==> src/rtl/sweep_harness_pkg.sv <==
`default_nettype none
// +----------------------------------------------------------------------------+
// | Module  : sweep_harness_pkg                                                 |
// | Brief   : Shared types, constants and helpers for the sweep stimulus harness|
// | Revision: 1.0                                                               |
// +----------------------------------------------------------------------------+
package sweep_harness_pkg;

    typedef enum logic [2:0] {
        ST_IDLE   = 3'd0,
        ST_DRIVE  = 3'd1,
        ST_WAIT   = 3'd2,
        ST_EMIT   = 3'd3,
        ST_FINISH = 3'd4
    } state_e;

    localparam int MODE_CHANGE = 0;
    localparam int MODE_SETTLE = 1;

    localparam logic [31:0] MISR_POLY = 32'h04C1_1DB7;
    localparam logic [31:0] MISR_SEED = 32'hFFFF_FFFF;

    // Increment that sticks at the all-ones value of a 'width'-bit counter.
    function automatic logic [31:0] sat_inc(input logic [31:0] val, input int width);
        logic [31:0] max_val;
        max_val = (width >= 32) ? 32'hFFFF_FFFF : ((32'd1 << width) - 32'd1);
        return (val >= max_val) ? max_val : val + 32'd1;
    endfunction

    function automatic logic [31:0] misr_step(input logic [31:0] sig, input logic [31:0] data);
        return {sig[30:0], 1'b0} ^ (sig[31] ? MISR_POLY : 32'h0) ^ data;
    endfunction

endpackage
`default_nettype wire

==> src/rtl/sweep_settle_detect.sv <==
`default_nettype none
// +----------------------------------------------------------------------------+
// | Module  : sweep_settle_detect                                               |
// | Brief   : Response detector: output-change (MODE 0) or settle (MODE 1) hit  |
// | Revision: 1.0                                                               |
// +----------------------------------------------------------------------------+
module sweep_settle_detect
    import sweep_harness_pkg::*;
#(
    parameter int OUT_W  = 8,
    parameter int MODE   = MODE_CHANGE,
    parameter int SETTLE = 4
) (
    input  logic             clk,
    input  logic             rst_n,
    input  logic             clear,
    input  logic             sample_en,
    input  logic             capture,
    input  logic [OUT_W-1:0] dut_out,
    output logic             hit
);

    localparam int              CNT_W    = $clog2(SETTLE + 1);
    localparam logic [CNT_W-1:0] SETTLE_C = CNT_W'(SETTLE);

    logic [OUT_W-1:0] out_store_q, out_store_d;
    logic [OUT_W-1:0] prev_q, prev_d;
    logic [CNT_W-1:0] stable_q, stable_d;
    logic [CNT_W-1:0] stable_nxt;
    logic             same;
    logic             change_hit;
    logic             settle_hit;

    always_comb begin
        out_store_d = out_store_q;
        prev_d      = dut_out;
        stable_d    = stable_q;
        same        = (dut_out == prev_q);
        // Clamp at SETTLE so a long-stable output never wraps the counter.
        if (!same) begin
            stable_nxt = '0;
        end else if (stable_q == SETTLE_C) begin
            stable_nxt = stable_q;
        end else begin
            stable_nxt = stable_q + CNT_W'(1);
        end

        if (clear) begin
            stable_d = '0;
        end else if (sample_en) begin
            stable_d = stable_nxt;
        end

        if (capture) begin
            out_store_d = dut_out;
        end

        change_hit = (dut_out != out_store_q);
        settle_hit = (stable_nxt == SETTLE_C);
        hit        = (MODE == MODE_SETTLE) ? settle_hit : change_hit;
    end

    always_ff @(posedge clk or negedge rst_n) begin
        if (!rst_n) begin
            out_store_q <= '0;
            prev_q      <= '0;
            stable_q    <= '0;
        end else begin
            out_store_q <= out_store_d;
            prev_q      <= prev_d;
            stable_q    <= stable_d;
        end
    end

endmodule
`default_nettype wire

==> src/rtl/sweep_stim_harness.sv <==
`default_nettype none
// +----------------------------------------------------------------------------+
// | Module  : sweep_stim_harness                                                |
// | Brief   : Sweeps an incrementing stimulus into a combinational CUT and      |
// |           streams (stimulus, response, latency) tuples. Optional MISR       |
// |           signature output enabled by SWEEP_HARNESS_MISR_EN.                |
// | Revision: 1.0                                                               |
// +----------------------------------------------------------------------------+
module sweep_stim_harness
    import sweep_harness_pkg::*;
#(
    parameter int IN_W       = 8,
    parameter int OUT_W      = 8,
    parameter int ITERATIONS = 256,
    parameter int MODE       = MODE_CHANGE,
    parameter int SETTLE     = 4,
    parameter int TIMEOUT    = 1024,
    parameter int LAT_W      = 16
) (
    input  logic             clk,
    input  logic             rst_n,
    input  logic             start,
    output logic [IN_W-1:0]  dut_in,
    input  logic [OUT_W-1:0] dut_out,
    output logic             res_valid,
    input  logic             res_ready,
    output logic [IN_W-1:0]  res_stim,
    output logic [OUT_W-1:0] res_data,
    output logic [LAT_W-1:0] res_lat,
    output logic             res_timeout,
    output logic             busy,
    output logic             done,
    output logic [LAT_W-1:0] total_cycles
`ifdef SWEEP_HARNESS_MISR_EN
    ,
    output logic [31:0]      signature
`endif
);

    // TIMEOUT must be representable in LAT_W bits, otherwise it is never reached.
    localparam logic [LAT_W-1:0] TIMEOUT_C = LAT_W'(TIMEOUT);
    localparam logic [IN_W-1:0]  LAST_IDX  = IN_W'(ITERATIONS - 1);

    state_e           state_q, state_d;
    logic [IN_W-1:0]  idx_q, idx_d;
    logic [IN_W-1:0]  dut_in_q, dut_in_d;
    logic [LAT_W-1:0] lat_q, lat_d;
    logic [LAT_W-1:0] tot_q, tot_d;
    logic [IN_W-1:0]  res_stim_q, res_stim_d;
    logic [OUT_W-1:0] res_data_q, res_data_d;
    logic [LAT_W-1:0] res_lat_q, res_lat_d;
    logic             res_timeout_q, res_timeout_d;
    logic [LAT_W-1:0] total_cycles_q, total_cycles_d;
`ifdef SWEEP_HARNESS_MISR_EN
    logic [31:0]      signature_q, signature_d;
`endif

    logic [LAT_W-1:0] lat_inc;
    logic [LAT_W-1:0] tot_inc;
    logic [LAT_W-1:0] tot_inc2;
    logic             timeout_hit;
    logic             det_hit;
    logic             capture;
    logic             in_drive;
    logic             in_wait;

    assign in_drive    = (state_q == ST_DRIVE);
    assign in_wait     = (state_q == ST_WAIT);
    assign lat_inc     = LAT_W'(sat_inc(32'(lat_q), LAT_W));
    assign tot_inc     = LAT_W'(sat_inc(32'(tot_q), LAT_W));
    assign tot_inc2    = LAT_W'(sat_inc(32'(tot_inc), LAT_W));
    assign timeout_hit = (lat_inc == TIMEOUT_C);
    assign capture     = in_wait && (timeout_hit || det_hit);

    sweep_settle_detect #(
        .OUT_W  (OUT_W),
        .MODE   (MODE),
        .SETTLE (SETTLE)
    ) u_detect (
        .clk       (clk),
        .rst_n     (rst_n),
        .clear     (in_drive),
        .sample_en (in_wait),
        .capture   (capture),
        .dut_out   (dut_out),
        .hit       (det_hit)
    );

    always_comb begin
        state_d        = state_q;
        idx_d          = idx_q;
        dut_in_d       = dut_in_q;
        lat_d          = lat_q;
        tot_d          = tot_q;
        res_stim_d     = res_stim_q;
        res_data_d     = res_data_q;
        res_lat_d      = res_lat_q;
        res_timeout_d  = res_timeout_q;
        total_cycles_d = total_cycles_q;
`ifdef SWEEP_HARNESS_MISR_EN
        signature_d    = signature_q;
`endif

        if (state_q != ST_IDLE) begin
            tot_d = tot_inc;
        end

        case (state_q)
            ST_IDLE: begin
                if (start) begin
                    state_d        = ST_DRIVE;
                    idx_d          = '0;
                    tot_d          = '0;
                    total_cycles_d = '0;
`ifdef SWEEP_HARNESS_MISR_EN
                    signature_d    = MISR_SEED;
`endif
                end
            end
            ST_DRIVE: begin
                dut_in_d = idx_q;
                lat_d    = '0;
                state_d  = ST_WAIT;
            end
            ST_WAIT: begin
                lat_d = lat_inc;
                // Timeout wins the flag whenever both conditions coincide.
                if (capture) begin
                    res_data_d    = dut_out;
                    res_stim_d    = idx_q;
                    res_lat_d     = lat_inc;
                    res_timeout_d = timeout_hit;
                    state_d       = ST_EMIT;
                end
            end
            ST_EMIT: begin
                if (res_ready) begin
`ifdef SWEEP_HARNESS_MISR_EN
                    signature_d = misr_step(signature_q, 32'(res_data_q));
`endif
                    if (idx_q == LAST_IDX) begin
                        state_d        = ST_FINISH;
                        // Count includes this EMIT cycle and the FINISH cycle.
                        total_cycles_d = tot_inc2;
                    end else begin
                        idx_d   = idx_q + IN_W'(1);
                        state_d = ST_DRIVE;
                    end
                end
            end
            ST_FINISH: begin
                state_d = ST_IDLE;
            end
            default: begin
                state_d = ST_IDLE;
            end
        endcase
    end

    always_ff @(posedge clk or negedge rst_n) begin
        if (!rst_n) begin
            state_q        <= ST_IDLE;
            idx_q          <= '0;
            dut_in_q       <= '0;
            lat_q          <= '0;
            tot_q          <= '0;
            res_stim_q     <= '0;
            res_data_q     <= '0;
            res_lat_q      <= '0;
            res_timeout_q  <= 1'b0;
            total_cycles_q <= '0;
`ifdef SWEEP_HARNESS_MISR_EN
            signature_q    <= '0;
`endif
        end else begin
            state_q        <= state_d;
            idx_q          <= idx_d;
            dut_in_q       <= dut_in_d;
            lat_q          <= lat_d;
            tot_q          <= tot_d;
            res_stim_q     <= res_stim_d;
            res_data_q     <= res_data_d;
            res_lat_q      <= res_lat_d;
            res_timeout_q  <= res_timeout_d;
            total_cycles_q <= total_cycles_d;
`ifdef SWEEP_HARNESS_MISR_EN
            signature_q    <= signature_d;
`endif
        end
    end

    assign dut_in       = dut_in_q;
    assign res_valid    = (state_q == ST_EMIT);
    assign res_stim     = res_stim_q;
    assign res_data     = res_data_q;
    assign res_lat      = res_lat_q;
    assign res_timeout  = res_timeout_q;
    assign busy         = (state_q != ST_IDLE);
    assign done         = (state_q == ST_FINISH);
    assign total_cycles = total_cycles_q;
`ifdef SWEEP_HARNESS_MISR_EN
    assign signature    = signature_q;
`endif

endmodule
`default_nettype wire

==> config.mk <==
export PLATFORM = sky130hd
export DESIGN_NAME = sweep_stim_harness
export DESIGN_NICKNAME = d
export VERILOG_FILES = /design/src/rtl/sweep_harness_pkg.sv /design/src/rtl/sweep_settle_detect.sv /design/src/rtl/sweep_stim_harness.sv
export SDC_FILE = /design/constraint.sdc
export NUM_CORES = 1
export LEC_CHECK = 0
export CAP_MARGIN = 20
export CORE_MARGIN = 2
export CORE_UTILIZATION = 45
export DETAILED_ROUTE_END_ITERATION = 6
export PLACE_DENSITY = 0.7
export SLEW_MARGIN = 20
export SYNTH_ARGS = -nofsm -noshare
export SYNTH_HDL_FRONTEND = slang
export SYNTH_SLANG_ARGS = --single-unit
==> constraint.sdc <==
create_clock -name clk -period 4.7 [get_ports clk]
set_clock_uncertainty 0.15 [all_clocks]
set_input_delay 0.47 -clock clk [delete_from_list [all_inputs] [get_ports clk]]
set_output_delay 0.47 -clock clk [all_outputs]
set_load 0.01 [all_outputs]
==> results of run 1 <==
==> kinds of logic after synthesis <==
| kind of cell | after synthesis | synth area share, % |
|---|---|---|
| and+or+nand+nor | 200 | 19.41 |
| adders and majority gates | 4 | 0.8881 |
| AOI/OAI and AO/OA | 149 | 17.65 |
| muxes | 49 | 9.592 |
| xor gates and xnor gates | 24 | 3.730 |
| DFF | 100 | 44.40 |
| buffers and inverters | 52 | 4.329 |
==> how the worst min path moves through the flow <==
| stage | from | to | cells after the start |
|---|---|---|---|
| finish | rst_n | res_data[2]$_DFFE_PN0P_ | 1 |
| global route | rst_n | res_data[2]$_DFFE_PN0P_ | 1 |
| CTS | rst_n | res_data[2]$_DFFE_PN0P_ | 1 |
| detailed placement | res_stim[7]$_DFFE_PN0P_ | res_stim[7]$_DFFE_PN0P_ | 1 |
| global placement | res_lat[2]$_DFFE_PN0P_ | res_lat[2]$_DFFE_PN0P_ | 1 |
| floorplan | rst_n | dut_in[0]$_DFFE_PN0N_ | 0 |
==> metal layers <==
metal / routed length, um / vias up / GRT usage (%)
li1: - / 2253 / -
met3: 760 / 20 / 4.707
met5: 0 / - / 0
met4: 147 / 0 / 5.794
met2: 6419 / 172 / 33.84
met1: 5729 / 2291 / 26.48
==> through the flow <==
step                utilization [%]  worst slack (ps)  area, um2
floorplan                         -              1454       5635
global placement              53.05              1101       6425
detailed placement            53.05              1110       6425
CTS                           55.39              1104       6709
global route                  55.42             760.7       6713
finish                        55.42              1059       6713
==> placed cells by master (no fill, tap or decap), types with 4 or more instances in the layout <==
master / Yosys / layout
sky130_fd_sc_hd__xor2_1: 7 / 7
sky130_fd_sc_hd__or3_1: 4 / 4
sky130_fd_sc_hd__and3_1: 8 / 8
sky130_fd_sc_hd__a21oi_1: 42 / 42
sky130_fd_sc_hd__nand3_1: 27 / 27
sky130_fd_sc_hd__xnor2_1: 17 / 17
sky130_fd_sc_hd__o31ai_1: 4 / 4
sky130_fd_sc_hd__mux2_2: 40 / 40
sky130_fd_sc_hd__inv_1: 13 / 13
sky130_fd_sc_hd__ha_1: 4 / 4
sky130_fd_sc_hd__nor2_1: 38 / 38
sky130_fd_sc_hd__clkbuf_16: 0 / 9
sky130_fd_sc_hd__and4_1: 11 / 11
sky130_fd_sc_hd__o21ai_0: 30 / 30
sky130_fd_sc_hd__nor3_1: 20 / 18
sky130_fd_sc_hd__a311oi_1: 6 / 6
sky130_fd_sc_hd__clkdlybuf4s50_1: 0 / 70
sky130_fd_sc_hd__a211oi_1: 10 / 10
sky130_fd_sc_hd__nand4_1: 18 / 18
sky130_fd_sc_hd__mux2i_1: 9 / 9
sky130_fd_sc_hd__and2_1: 4 / 4
sky130_fd_sc_hd__a31oi_1: 16 / 16
sky130_fd_sc_hd__a21o_1: 4 / 4
sky130_fd_sc_hd__nand2b_1: 6 / 6
sky130_fd_sc_hd__o21ai_1: 4 / 4
sky130_fd_sc_hd__a22o_1: 5 / 5
sky130_fd_sc_hd__dfrtp_1: 100 / 100
sky130_fd_sc_hd__nand2_1: 39 / 39
sky130_fd_sc_hd__buf_4: 8 / 7
sky130_fd_sc_hd__nor4_1: 4 / 4
==> critical path: cells and delay by family (launching register included) <==
kind	cells	cell delay (ps)
buffers and inverters	1	370
AOI/OAI and AO/OA	2	300
muxes	1	390
DFF	1	460
and+or+nand+nor	4	1490
adders and majority gates	1	340
==> sequential cells by signal, summed over array words and instances (netlist names) <==
name / cells
res_stim: 8
tot_q: 16
res_timeout: 1
dut_in: 8
state_q: 3
res_data: 8
res_lat: 16
lat_q: 16
total_cycles: 16
idx_q: 8
==> power by group through the flow <==
stage	logic [W]	registers [W]	clock network [W]
floorplan	0.000918	0.00119	0
global placement	0.00119	0.00128	0
detailed placement	0.00122	0.00128	0
CTS	0.00122	0.00127	0.000737
global route	0.00134	0.00131	0.000775
finish	0.00121	0.00128	0.000718
==> layout make-up <==
| type | instances | share of cell area (%) |
|---|---|---|
| multi-input combinational | 426 | 43.19 |
| sequential | 100 | 37.28 |
| timing repair buffer | 78 | 11.39 |
| clock buffer | 11 | 3.616 |
| tap | 168 | 3.131 |
| inverter | 14 | 0.7829 |
| clock inverter | 5 | 0.6151 |
==> results.txt, run 1 <==
The flow ran to the end, but the final reports show violations. The final reports fail on hold timing. The count of endpoints failing hold in the final timing report was 2. The number of DRC markers in iteration 0 is 327. The Yosys step of the flow raised 0 warnings. The via count came out at 4736. Entering global routing, the biggest net connects 80 pins. The detailed-route wire length came out at 13060 um. The delay contributed by the slowest stage of the critical path is 530 ps. The number of global-route vias before repair is 4457. The post-synth design cell area is 5635 um2. Hold timing on the final database bottoms out at a slack of -6.954 ps.

From synthesis to final layout, the design area changed by 19.12%. TritonCTS created 9 clock buffers. The post-CTS clock slew at the launch and capture registers of the worst setup and hold paths is 70 ps. The die footprint is 13430 um2. The total of max-cap violations came out at 0. The floorplan step set the die height to 115.9 um. The clock reaches the later pin of the worst-skew pair after 360 ps.

The worst setup slack for register-to-register paths came out at 1060 ps. After detailed placement, the design holds a cell count of 786. The data arrival time at the worst-slack endpoint is 3730 ps. The number of antenna diodes in the final layout is 0. For this configuration, the core starts out at a cell density of 46.53%. The register area is 2502 um2.

The global-route wire length before repair came out at 21640 um. sky130_fd_sc_hd__dfrtp_1 is the most common cell in the netlist. The leakage dissipation is 2.781 nW. The internal portion of total power is 0.001965 W. The deepest level of the CTS H-tree came out at 3.

The initial antenna violation count came out at 0. In this run the worst hold path is classified as primary input to async pin. The cell accounting for the most synthesized area is sky130_fd_sc_hd__dfrtp_1. The final clock period utilization by the worst path is 77.48%. The worst register-to-register path ends at res_lat[2]$_DFFE_PN0P_.

In this run the power density over the cells is 477.9 nW/um2. The filler cell count is 1089. Of the total power, the share spent switching nets is 38.75%.

Setup violations remaining at the end of the flow were counted as 0. The core region is 12110 um2. The number of nets with antenna violations after routing came out at 0. In this run the worst path has a maximum fanout of 32. When the netlist entered floorplanning its net count stood at 594. The overall routing resource usage is 20.25%. The part of the Yosys area used for sequential elements is 44.40%. In the routed design, unresolved DRC markers number 0. Setup repair after global routing left no endpoint under its margin. The tree is rooted in a sky130_fd_sc_hd__clkbuf_16. The maximum number of buffers from clock root to sink is 2. STA puts the critical path data required time at 4790 ps. For this run, the post-layout net count is 645. The total congestion overflow came out at 0. The total negative slack for setup checks is 0 ps.

By startpoint and endpoint, the worst setup path is classified as register to register. The fmax is 274.6 MHz. The sequential fraction of design power came out at 39.8%. The type of element capturing the critical path is a register. In this run the worst setup path terminates at res_lat[2]$_DFFE_PN0P_. The peak supply drop is 0.2997 mV. Post-CTS timing repair inserted 0 buffers for setup.

The die outline width came out at 115.9 um. The count of cells along the worst register-to-register path is 9. The max-slew violation count came out at 0. By count the netlist is led by sky130_fd_sc_hd__dfrtp_1 (100), sky130_fd_sc_hd__a21oi_1 (42), sky130_fd_sc_hd__mux2_2 (40). The worst-margin pin slew came out at 710.4 ps.

The synthesized flop and latch total is 100. The floorplan has 40 rows. The number of input and output port buffers inserted is 71. The post-CTS resize count came out at 0.

The final period demand of the worst path is 3641 ps. The launch instance of the worst register-to-register path is lat_q[1]$_DFFE_PN0N_. The count of cell types in the netlist came out at 67.

Among all flip-flop cells after synthesis, the most frequent one is sky130_fd_sc_hd__dfrtp_1. The post-route netlist has 12.78% of its cells at a drive strength greater than 1. The mean post-synth cell area came out at 9.750 um2.

The area of the multi-input gates came out at 2899 um2. STA classifies the critical path startpoint as a register. The sink count of the clock tree is 100. In the post-synthesis netlist, the biggest area contributors are sky130_fd_sc_hd__dfrtp_1 (44%), sky130_fd_sc_hd__mux2_2 (8.0%), sky130_fd_sc_hd__a21oi_1 (3.7%). The finished layout holds 802 standard cells, fillers aside.

The headroom to the max-slew limit is 52.14%. The post-layout total power is 0.003208 W. In this run, post-CTS hold repair placed 0 buffers. Using the TritonRoute via totals, the vias-per-cell ratio works out to 5.905.

The launch point of the worst path is lat_q[1]$_DFFE_PN0N_. Walking the worst path, the cells encountered are ha_1 -> and4_1 -> nand4_1 -> and2_1 -> a31oi_1 -> nand4bb_1 -> a21o_1 -> buf_4 -> mux2_2. The number of top-level design ports is 72. The slowest stage of the critical path belongs to the cell sky130_fd_sc_hd__nand4_1. Of the total power, combinational logic draws 37.8%.

In the final routed layout, each cell accounts on average for 16.28 um. The number of instances in the synthesized netlist came out at 578. The count of TritonRoute iterations in the first routing pass came out at 5.

The share of power burned in the clock network came out at 22.4%. The number of enable-type register cells in the synthesized netlist is 0. The congestion estimate from routability-driven global placement came to 0.9224.

The TritonCTS clock tree is built. The analysis attributes to net switching a power of 0.001243 W. The area share of the leading cell type in the synthesized netlist is 44.40%. The proportion of synthesized flip-flops having asynchronous set or reset is 100.0%. The detailed placement HPWL came out at 9262 um.
No activity file was read; power rests on OpenSTA's default activity.
==> run 2, diff against run 1 <==
- clock period: 4.7 -> 3.5 ns (I/O delays scaled with it)
==> run 2 against run 1 <==
Global-route usage rose by 1.3 points. Core utilization rose by 1.1 points. Cell area rose by 2.1%. First-iteration DRC count fell by 0.31%. Critical path depth rose by 2. Critical path type unchanged. The run now ends clean. Non-clock buffer count rose by 16. Register-to-register slack got worse by 830 ps. Combinational power rose by 42%. Fmax rose by 11%.
==> results.txt, run 2 (synthesized netlist as in run 1, its figures left out) <==
0 antenna diodes ended up in the layout. The final weighted congestion of routability-driven global placement is 0.9022. Grouping stages by cell kind, the critical path spends the most delay in simple AND/OR/NAND/NOR gates.

For this design the top-level I/O count stands at 72. The number of core rows came out at 40. The final period demand of the worst path is 3276 ps.

The detail route stage leaves a number of antenna-violating nets equal to 0. The count of endpoints failing hold in the final timing report is 0. The total congestion overflow came out at 0. The library cell used most frequently in the layout, excluding fill and tap cells, is sky130_fd_sc_hd__dfrtp_1. The count of TritonRoute iterations in the first routing pass came out at 4. The wire-length estimate of the detail-placed layout is 9866 um. The detailed-route wire length is 13770 um.

The worst setup slack for register-to-register paths is 220 ps. The sequential fraction of design power is 38.2%. The die footprint came out at 13430 um2. The post-CTS clock slew at the launch and capture registers of the worst setup and hold paths came out at 70 ps. The area added between synthesis and finish came out at 21.56%. Summed over all nets, wire length on met3 after detailed routing comes to 604 um. The detailed-routed wire length on met2 is 6957 um. The initial antenna violation count is 0. The worst hold path begins at res_lat[11]$_DFFE_PN0P_. The worst setup path is captured at a register. In the routed design, unresolved DRC markers number 0. The sink count of the clock tree came out at 100. The fmax is 305.3 MHz. The number of input and output port buffers inserted is 71. The via count normalized by instance count came out at 5.824.

The critical path required time is 3570 ps. The detailed router finished its first iteration with 326 violations. The floorplan step set the die height to 115.9 um. The internal portion of total power came out at 0.002737 W. The number of buffers and inverters on the critical path is 1. The pin count of the biggest net entering global routing is 48. The first global-routing pass estimated 23110 um of wire. The final clock period utilization by the worst path came out at 93.60%. The worst hold path terminates at res_lat[11]$_DFFE_PN0P_. The share of cells above drive strength 1 is 14.92%. The worst register-to-register path ends at total_cycles[6]$_DFFE_PN0P_. The ratio of total power to cell area came out at 645.1 nW/um2. The number of standard cells in the final layout excluding fillers came out at 818. The top cell types in the final layout, fill and taps aside, are sky130_fd_sc_hd__dfrtp_1 (100), sky130_fd_sc_hd__clkdlybuf4s50_1 (70), sky130_fd_sc_hd__a21oi_1 (42), sky130_fd_sc_hd__mux2_2 (40), sky130_fd_sc_hd__nand2_1 (39). Counting along the longest clock path gives a buffer depth of 2.

The number of post-CTS setup repair buffers is 0. Setup repair after global routing left no endpoint under its margin. The clock latency at the later pin of the worst-skew pair came out at 350 ps. The leakage dissipation came out at 2.868 nW. TritonCTS built the clock tree. The filler cell count is 1093. The worst register-to-register path begins at tot_q[1]$_DFF_PN0_. Net switching is 38.06% of the power. The via count is 4764.

The deepest level of the CTS H-tree came out at 3. The maximum net fanout on the critical path came out at 9. The cell repeated most along the worst path is sky130_fd_sc_hd__ha_1.

The critical path starts at tot_q[1]$_DFF_PN0_. The class of the worst hold path is register to register. Counting the buffers created by CTS gives 9. The worst pin sits at a relative slew slack of 47.49%. The count of cells along the worst register-to-register path came out at 11. Gates resized during post-CTS repair numbered 0. The highest routing layer actually used is met4. The reported net switching power is 0.001682 W.

On the worst path, the slowest cell contributes a delay of 650 ps. The number of global-route vias before repair is 4758. The floorplan step set the die width to 115.9 um. The count of placed standard cells including taps is 801. The core region is 12110 um2.

The clock root buffer is sky130_fd_sc_hd__clkbuf_16. The share of power burned in the clock network came out at 22.8%. The post-route met1 wirelength is 5996 um. The data arrival time at the worst-slack endpoint came out at 3340 ps. The hold buffer count at CTS came out at 1. The final setup violation count came out at 0. The overall routing resource usage came out at 21.51%. The setup path with the least slack is of type register to register. The worst-margin pin slew is 783.4 ps. The slowest stage of the critical path is the sky130_fd_sc_hd__or4_4 cell. The total of max-cap violations came out at 0. The peak supply drop came out at 0.4079 mV. The net count of the finished layout is 661. The starting density of the core is 46.53%. The cell depth of the worst min-delay path is 1. The flow ran to the end, and the final reports show no timing, DRC or antenna violations. The combinational share of power came out at 38.9%. STA classifies the critical path startpoint as a register. Walking the worst path, the cells encountered are ha_1 -> nand3_4 -> or4_4 -> nand2b_1 -> ha_1 -> inv_1 -> a31o_2 -> a21oi_1 -> mux2_2 -> a211oi_1 -> o21ai_1.

The max-slew violation count is 0. Summed over all failing endpoints, the final setup total negative slack is 0 ps. The average wire per cell in the routed design came out at 16.83 um.
==> run 2: cell count changes in the layout (fill, tap and decap cells not counted) <==
| cell | before | now |
|---|---|---|
| sky130_fd_sc_hd__clkinv_2 | 0 | 2 |
| sky130_fd_sc_hd__dlygate4sd3_1 | 0 | 1 |
| sky130_fd_sc_hd__inv_6 | 3 | 0 |
| sky130_fd_sc_hd__clkinv_4 | 0 | 1 |
| sky130_fd_sc_hd__bufinv_16 | 0 | 1 |
| sky130_fd_sc_hd__buf_6 | 1 | 0 |
| sky130_fd_sc_hd__clkbuf_1 | 1 | 0 |
| sky130_fd_sc_hd__buf_4 | 7 | 23 |
==> run 2: worst register-to-register path: stages, from the launching register on <==
cell and delay, ps:
sky130_fd_sc_hd__dfrtp_1 470, sky130_fd_sc_hd__ha_1 320, sky130_fd_sc_hd__nand3_4 150, sky130_fd_sc_hd__or4_4 650, sky130_fd_sc_hd__nand2b_1 140, sky130_fd_sc_hd__ha_1 150, sky130_fd_sc_hd__inv_1 90, sky130_fd_sc_hd__a31o_2 250
sky130_fd_sc_hd__a21oi_1 150, sky130_fd_sc_hd__mux2_2 350, sky130_fd_sc_hd__a211oi_1 190, sky130_fd_sc_hd__o21ai_1 80
==> run 2: power by group through the flow <==
| stage | registers [W] | clock network (W) | logic [W] |
|---|---|---|---|
| floorplan | 0.00159 | 0 | 0.00123 |
| global placement | 0.00169 | 0 | 0.00168 |
| detailed placement | 0.00170 | 0 | 0.00172 |
| CTS | 0.00169 | 0.00104 | 0.00173 |
| global route | 0.00173 | 0.00108 | 0.00189 |
| finish | 0.00169 | 0.00101 | 0.00172 |
==> run 2: per-layer routing <==
layer | vias up | track usage, %
li1 | 2287 | -
met3 | 24 | 5.439
met4 | 0 | 6.905
met5 | - | 0
met1 | 2328 | 26.00
met2 | 125 | 37.70
==> run 2: worst max-delay path by stage <==
| stage | to | slack (ps) | cells after the start |
|---|---|---|---|
| 2_1_floorplan | total_cycles[6]$_DFFE_PN0P_ | 250 | 13 |
| 3_3_place_gp | total_cycles[6]$_DFFE_PN0P_ | 360 | 11 |
| 3_5_place_dp | total_cycles[6]$_DFFE_PN0P_ | 250 | 11 |
| 4_1_cts | total_cycles[6]$_DFFE_PN0P_ | 240 | 11 |
| 5_1_grt | total_cycles[6]$_DFFE_PN0P_ | 60 | 11 |
| 6_report | total_cycles[6]$_DFFE_PN0P_ | 220 | 11 |
==> run 2: stage by stage <==
step	util, %	worst slack (ps)	hold slack [ps]	cell area [um2]	total power, W
after floorplan	-	254.2	-95.59	5635	0.002824
after global placement	53.98	363.4	243.9	6538	0.003374
after detailed placement	53.98	250.5	257.3	6538	0.003422
after CTS	56.56	237.5	359.3	6850	0.004448
after global routing	56.56	56.20	365.4	6850	0.004705
final	56.56	224.0	355.7	6850	0.004419
==> run 2: area by class of cell <==
class	instances	area, um2	area share [%]
clock buffer	10	239.0	3.489
clock inverter	6	63.81	0.9315
inverter	14	52.55	0.7671
multi-input combinational	426	2899	42.32
sequential	100	2502	36.53
tap	168	210.2	3.068
timing repair buffer	94	883.3	12.89
